===== config.mk =====
export PLATFORM = sky130hd
export DESIGN_NAME = instr_adder_sequencer
export DESIGN_NICKNAME = d
export VERILOG_FILES = /design/src/rtl/instr_seq_pkg.sv /design/src/rtl/instr_adder_sequencer_sync_2ff.sv /design/src/rtl/instr_adder_sequencer.sv
export SDC_FILE = /design/constraint.sdc
export NUM_CORES = 1
export LEC_CHECK = 0
export CAP_MARGIN = 20
export CORE_AREA = 8 8 158 160
export CTS_CLUSTER_DIAMETER = 40
export DETAILED_ROUTE_END_ITERATION = 8
export DIE_AREA = 0 0 166 168
export PLACE_DENSITY = 0.88
export SLEW_MARGIN = 20
export SYNTH_ARGS = -nofsm -noshare
export SYNTH_HDL_FRONTEND = slang
export SYNTH_HIERARCHICAL = 1
export SYNTH_SLANG_ARGS = --single-unit

===== constraint.sdc =====
create_clock -name wb_clk_i -period 4.5 [get_ports wb_clk_i]
set_input_delay 0.9 -clock wb_clk_i [delete_from_list [all_inputs] [get_ports wb_clk_i]]
set_output_delay 0.9 -clock wb_clk_i [all_outputs]
set_load 0.005 [all_outputs]

===== src/rtl/instr_seq_pkg.sv =====
// -----------------------------------------------------------------------------
// instr_seq_pkg
// Shared types and default constants for the instrumented-adder sequencer.
//   seq_state_t        : sequencer FSM states (IDLE, LOAD, RUN, CAPTURE, RESP)
//   DEF_SETTLE_CYCLES  : default operand settle time before run asserts
//   DEF_MAX_CYCLES     : default run-phase watchdog limit
//   DEF_CNT_W          : default width of the elapsed-cycle counter
// -----------------------------------------------------------------------------
package instr_seq_pkg;

  typedef enum logic [2:0] {
    IDLE    = 3'd0,
    LOAD    = 3'd1,
    RUN     = 3'd2,
    CAPTURE = 3'd3,
    RESP    = 3'd4
  } seq_state_t;

  localparam int unsigned DEF_SETTLE_CYCLES = 4;
  localparam int unsigned DEF_MAX_CYCLES    = 65535;
  localparam int unsigned DEF_CNT_W         = 32;

endpackage


===== src/rtl/instr_adder_sequencer_sync_2ff.sv =====
// -----------------------------------------------------------------------------
// sync_2ff
// One-bit two-flop synchroniser with asynchronous active-low reset.
// Ports:
//   clk    in  destination clock
//   rst_n  in  asynchronous active-low reset (both flops clear to 0)
//   d      in  asynchronous input
//   q      out synchronised output
// -----------------------------------------------------------------------------
module sync_2ff (
  input  logic clk,
  input  logic rst_n,
  input  logic d,
  output logic q
);

  logic meta_reg;
  logic sync_reg;

  always_ff @(posedge clk or negedge rst_n) begin
    if (!rst_n) begin
      meta_reg <= 1'b0;
      sync_reg <= 1'b0;
    end else begin
      meta_reg <= d;
      sync_reg <= meta_reg;
    end
  end

  assign q = sync_reg;

endmodule


===== src/rtl/instr_adder_sequencer.sv =====
// -----------------------------------------------------------------------------
// instr_adder_sequencer
// Host-side controller for the instrumented Kogge-Stone adder. Takes one
// measurement command, loads the adder, waits SETTLE_CYCLES with run low,
// runs the ring oscillator until the (synchronised) done flag, captures the
// sum and ring count, and returns them with its own RUN cycle count over a
// valid/ready response channel.
//
// Optional build macro: INSTR_SEQ_TIMEOUT_EN
//   defined   : RUN is abandoned after MAX_CYCLES cycles without done; the
//               response is still produced with rsp_timeout=1.
//   undefined : no watchdog, rsp_timeout is constant 0.
//
// Ports:
//   wb_clk_i, wb_rst_n         clock, asynchronous active-low reset
//   cmd_valid/cmd_ready        command handshake
//   cmd_a, cmd_b               operands
//   cmd_ext_mask, cmd_ring_mask per-bit operand-a source selects
//   abort                      synchronous abort (LOAD/RUN/CAPTURE only)
//   add_a, add_b, add_ext_mask, add_ring_mask  registered command to adder
//   add_run                    adder ring/chain enable
//   add_done                   adder completion, asynchronous to wb_clk_i
//   add_sum, add_count         adder results
//   rsp_valid/rsp_ready        response handshake
//   rsp_sum, rsp_count         captured adder results
//   rsp_cycles                 wb_clk_i cycles spent in RUN (saturating)
//   rsp_timeout                watchdog fired
// -----------------------------------------------------------------------------
module instr_adder_sequencer
  import instr_seq_pkg::*;
#(
  parameter int unsigned SETTLE_CYCLES = DEF_SETTLE_CYCLES,
  parameter int unsigned MAX_CYCLES    = DEF_MAX_CYCLES,
  parameter int unsigned CNT_W         = DEF_CNT_W
) (
  input  logic             wb_clk_i,
  input  logic             wb_rst_n,
  input  logic             cmd_valid,
  output logic             cmd_ready,
  input  logic [31:0]      cmd_a,
  input  logic [31:0]      cmd_b,
  input  logic [31:0]      cmd_ext_mask,
  input  logic [31:0]      cmd_ring_mask,
  input  logic             abort,
  output logic [31:0]      add_a,
  output logic [31:0]      add_b,
  output logic [31:0]      add_ext_mask,
  output logic [31:0]      add_ring_mask,
  output logic             add_run,
  input  logic             add_done,
  input  logic [31:0]      add_sum,
  input  logic [31:0]      add_count,
  output logic             rsp_valid,
  input  logic             rsp_ready,
  output logic [31:0]      rsp_sum,
  output logic [31:0]      rsp_count,
  output logic [CNT_W-1:0] rsp_cycles,
  output logic             rsp_timeout
);

  // Settle counter only has to reach SETTLE_CYCLES-1.
  localparam int unsigned SET_W = (SETTLE_CYCLES > 1) ? $clog2(SETTLE_CYCLES) : 1;

  generate
    if (SETTLE_CYCLES < 1) begin : g_bad_settle
      $error("SETTLE_CYCLES must be at least 1");
    end
    if (MAX_CYCLES < 1) begin : g_bad_max
      $error("MAX_CYCLES must be at least 1");
    end
  endgenerate

  seq_state_t        state_reg, state_next;
  logic [SET_W-1:0]  settle_cnt_reg;
  logic [CNT_W-1:0]  cycle_cnt_reg;
  logic              timeout_reg;
  logic              add_run_reg, add_run_next;
  logic [31:0]       add_a_reg, add_b_reg, add_ext_reg, add_ring_reg;
  logic [31:0]       rsp_sum_reg, rsp_count_reg;
  logic              done_s;
  logic              wd_expired;
  logic              timeout_hit;
  logic              settle_last;

  sync_2ff u_done_sync (
    .clk   (wb_clk_i),
    .rst_n (wb_rst_n),
    .d     (add_done),
    .q     (done_s)
  );

  assign settle_last = (settle_cnt_reg == SET_W'(SETTLE_CYCLES - 1));

  // The counter is incremented on the same edge that leaves RUN, so firing
  // when it holds MAX_CYCLES-1 makes the reported count exactly MAX_CYCLES.
`ifdef INSTR_SEQ_TIMEOUT_EN
  assign wd_expired = (cycle_cnt_reg == CNT_W'(MAX_CYCLES - 1));
`else
  assign wd_expired = 1'b0;
`endif

  // Next-state and control decode.
  always_comb begin
    state_next   = state_reg;
    cmd_ready    = 1'b0;
    rsp_valid    = 1'b0;
    timeout_hit  = 1'b0;
    case (state_reg)
      IDLE: begin
        cmd_ready = 1'b1;
        if (cmd_valid) state_next = LOAD;
      end
      LOAD: begin
        // done_s is deliberately ignored here; it is only sampled in RUN.
        if (abort)            state_next = IDLE;
        else if (settle_last) state_next = RUN;
      end
      RUN: begin
        // Priority: abort, then done, then watchdog.
        if (abort)           state_next = IDLE;
        else if (done_s)     state_next = CAPTURE;
        else if (wd_expired) begin
          state_next  = CAPTURE;
          timeout_hit = 1'b1;
        end
      end
      CAPTURE: begin
        if (abort) state_next = IDLE;
        else       state_next = RESP;
      end
      RESP: begin
        rsp_valid = 1'b1;
        if (rsp_ready) state_next = IDLE;
      end
      default: state_next = IDLE;
    endcase
  end

  // add_run is a flop so the ring enable is glitch-free; it is high exactly
  // while state_reg is RUN and clears asynchronously with reset.
  assign add_run_next = (state_next == RUN);

  always_ff @(posedge wb_clk_i or negedge wb_rst_n) begin
    if (!wb_rst_n) begin
      state_reg      <= IDLE;
      settle_cnt_reg <= '0;
      cycle_cnt_reg  <= '0;
      timeout_reg    <= 1'b0;
      add_run_reg    <= 1'b0;
      add_a_reg      <= '0;
      add_b_reg      <= '0;
      add_ext_reg    <= '0;
      add_ring_reg   <= '0;
      rsp_sum_reg    <= '0;
      rsp_count_reg  <= '0;
    end else begin
      state_reg   <= state_next;
      add_run_reg <= add_run_next;

      if (state_reg == IDLE && cmd_valid) begin
        add_a_reg      <= cmd_a;
        add_b_reg      <= cmd_b;
        add_ext_reg    <= cmd_ext_mask;
        add_ring_reg   <= cmd_ring_mask;
        settle_cnt_reg <= '0;
        cycle_cnt_reg  <= '0;
        timeout_reg    <= 1'b0;
      end

      if (state_reg == LOAD) begin
        settle_cnt_reg <= settle_cnt_reg + SET_W'(1);
      end

      if (state_reg == RUN && cycle_cnt_reg != {CNT_W{1'b1}}) begin
        cycle_cnt_reg <= cycle_cnt_reg + CNT_W'(1);
      end

      if (timeout_hit) begin
        timeout_reg <= 1'b1;
      end

      // An aborted capture leaves the previous response fields untouched.
      if (state_reg == CAPTURE && !abort) begin
        rsp_sum_reg   <= add_sum;
        rsp_count_reg <= add_count;
      end
    end
  end

  assign add_a         = add_a_reg;
  assign add_b         = add_b_reg;
  assign add_ext_mask  = add_ext_reg;
  assign add_ring_mask = add_ring_reg;
  assign add_run       = add_run_reg;
  assign rsp_sum       = rsp_sum_reg;
  assign rsp_count     = rsp_count_reg;
  assign rsp_cycles    = cycle_cnt_reg;
  assign rsp_timeout   = timeout_reg;

endmodule

==> results.cfg <==
[final_layout]
final_nets = 1546
layout_commonest_cell = clkdlybuf4s50_1
drive_above_1_share = 0.107
fin_area_um2 = 15100
fin_util = 0.677
syn_to_final_growth_pct = 61.0
final_cell_mix = clkdlybuf4s50_1 (423), nand2_1 (399), dfrtp_1 (232), mux2_2 (64), clkbuf_16 (37)

[synth]
avgSynthCellArea_um2 = 10.2
synthArstFlopShare = 1.00
yosys_warnings = 6
yosysSeqAreaShare = 0.617
yosysTopAreaCell = dfrtp_1
synth_top_family_by_area = simple AND/OR/NAND/NOR gates
synth_area_um2 = 9410
synthSimpleGateAreaFrac = 0.229
synth_top_area_frac = 0.617
synth_flop_cell = dfrtp_1
muxShareOfSynthArea = 0.0789
synth_compound_area_frac = 0.0452
synth-xor-area-share = 0.000931
ys_seq_elements = 232
syn-num-nets = 1123
synthTopCellsByArea = dfrtp_1 (62%), nand2_1 (16%), mux2_2 (7.7%)
synthCells = 923
synth-adder-area-share = 0.00266
synth.distinct_cells = 52
synth_edf_count = 0

[timing]
slew_headroom = 0.325
slew_violations = 0
holdWs_ps = 350
finalSetupTns_ps = 0
setup_ws_ps = 1430
final.setup_skew_ps = 15.7
rsz0062_at_grt = no
tightest_slew_ps = 1000
fin_crit_ps = 3070
min_period_over_period = 0.682
hold_violations = 0
fmax_mhz = 326
finalSetupViolations = 0

[detailed_routing]
dr.first_iter.drc_count = 658
vias = 8513
wl_um = 33000
drc = 0
via_per_inst = 5.13
firstDrtPassIters = 5
ant_nets = 0
wl_per_cell_um = 19.9

[clocking]
cts-resized-gates = 0
worstSkewPairLatency_ps = 500
cts_buffers = 36
clk_path_buf_depth = 3
cts_root_buffer = clkbuf_16
hold_buffers = 0
htree_levels = 2
postCtsSetupBuffers = 0
tritoncts = built
path_clk_slew_ps = 50
cts_sinks = 232

[floorplan]
pin_count = 426
die_y_um = 168
num_rows = 55
dieWidth_um = 166
start_util = 0.421
core_area_um2 = 22400
die_area_um2 = 27900

[global_routing]
antenna_found_initial = 4
grt_pass1_vias = 9007
grt.total_usage = 0.231
grt_pass1_wl_um = 51300
grt_max_degree = 111
grt_overflow = 0

[worst_setup_path]
cp-end-kind = register
worst_ep_arrival_time_ps = 3500
cp_max_fo = 25
r2r_slack_ps = 1430
critPathKind = register to register
required_ps = 4930
startpoint_type = register

[power]
p_per_area_nw_per_um2 = 648
p_leak_nw = 7.08
peakVddDrop_v = 0.000540

[place]
place_ws_ps = 1500
dp_hpwl_um = 23600
io_buffers = 424
place_congestion = 0.835
placed_area_um2 = 13900

[run]
drv_cap = 0

[status]
status = complete, no violations

[min_path]
hold_class = register to register
logic make-up after synthesis:
group,after synthesis
other cells,1
compound gates,58
mux,66
simple gates,508
fa+ha+maj,2
xor+xnor,1
flops,232
buf+inv,55
power by group:
| part | switching [mW] | total [mW] | internal, mW |
|---|---|---|---|
| Clock | 1.00 | 2.80 | 1.80 |
| Combinational | 1.42 | 3.51 | 2.09 |
| Sequential | 0.521 | 3.50 | 2.97 |
metal layers:
| metal | wire length (µm) | vias up | part of all wire | GRT usage |
|---|---|---|---|---|
| met1 | 11700 | 4116 | 0.35 | 0.249 |
| met3 | 3200 | 83 | 0.097 | 0.0847 |
| met4 | 1230 | 2 | 0.037 | 0.0921 |
| li1 | - | 3919 | - | - |
| met5 | 13 | - | 0.00039 | 0 |
| met2 | 16900 | 393 | 0.51 | 0.408 |
worst paths after layout:
kind                                      start              to  depth (start not counted)
min reg2reg                u_done_sync/meta_reg   u_done_sync/q                          0
max                               rsp_cycles[0]  rsp_cycles[14]                          7
max in group asynchronous              wb_rst_n     rsp_sum[22]                          2
min in group asynchronous              wb_rst_n  rsp_cycles[18]                          1
min                        u_done_sync/meta_reg   u_done_sync/q                          0
max reg2reg                       rsp_cycles[0]  rsp_cycles[14]                          7
layout make-up:
cell class	instances	area (µm²)
fillers	1538	7220
diodes	3	7.51
repair buffers	433	4340
clock inverters	22	250
multi-input cells	636	3380
well taps	285	357
flip-flops and latches	232	5810
inverters	7	26.3
clock buffers	43	978
metrics by stage:
stage | instances | power, mW
after floorplan | 923 | 4.50
after global placement | 1593 | 6.88
after detailed placement | 1593 | 7.02
after CTS | 1658 | 9.93
after global routing | 1661 | 10.3
final | 1661 | 9.81
cell usage after synthesis, types with 4 or more instances:
master / number
inv_1: 7
nor4_1: 7
clkbuf_1: 34
o21ai_0: 13
and2_1: 4
buf_2: 9
nand4_1: 13
nor2_1: 7
and3_1: 14
nor3_1: 21
nand3_1: 18
nand2_1: 400
dfrtp_1: 232
a211o_1: 15
a21oi_1: 4
a221o_1: 4
or4_1: 4
nor2b_1: 4
mux2_2: 64
worst max-delay path, stage by stage (launching register included):
cell	delay, ps
dfrtp_1	400
ha_1	240
nand4_2	220
or4_1	610
o21a_2	380
nor2_1	660
buf_4	310
a221o_1	170
(Power assumes the default switching activity.)
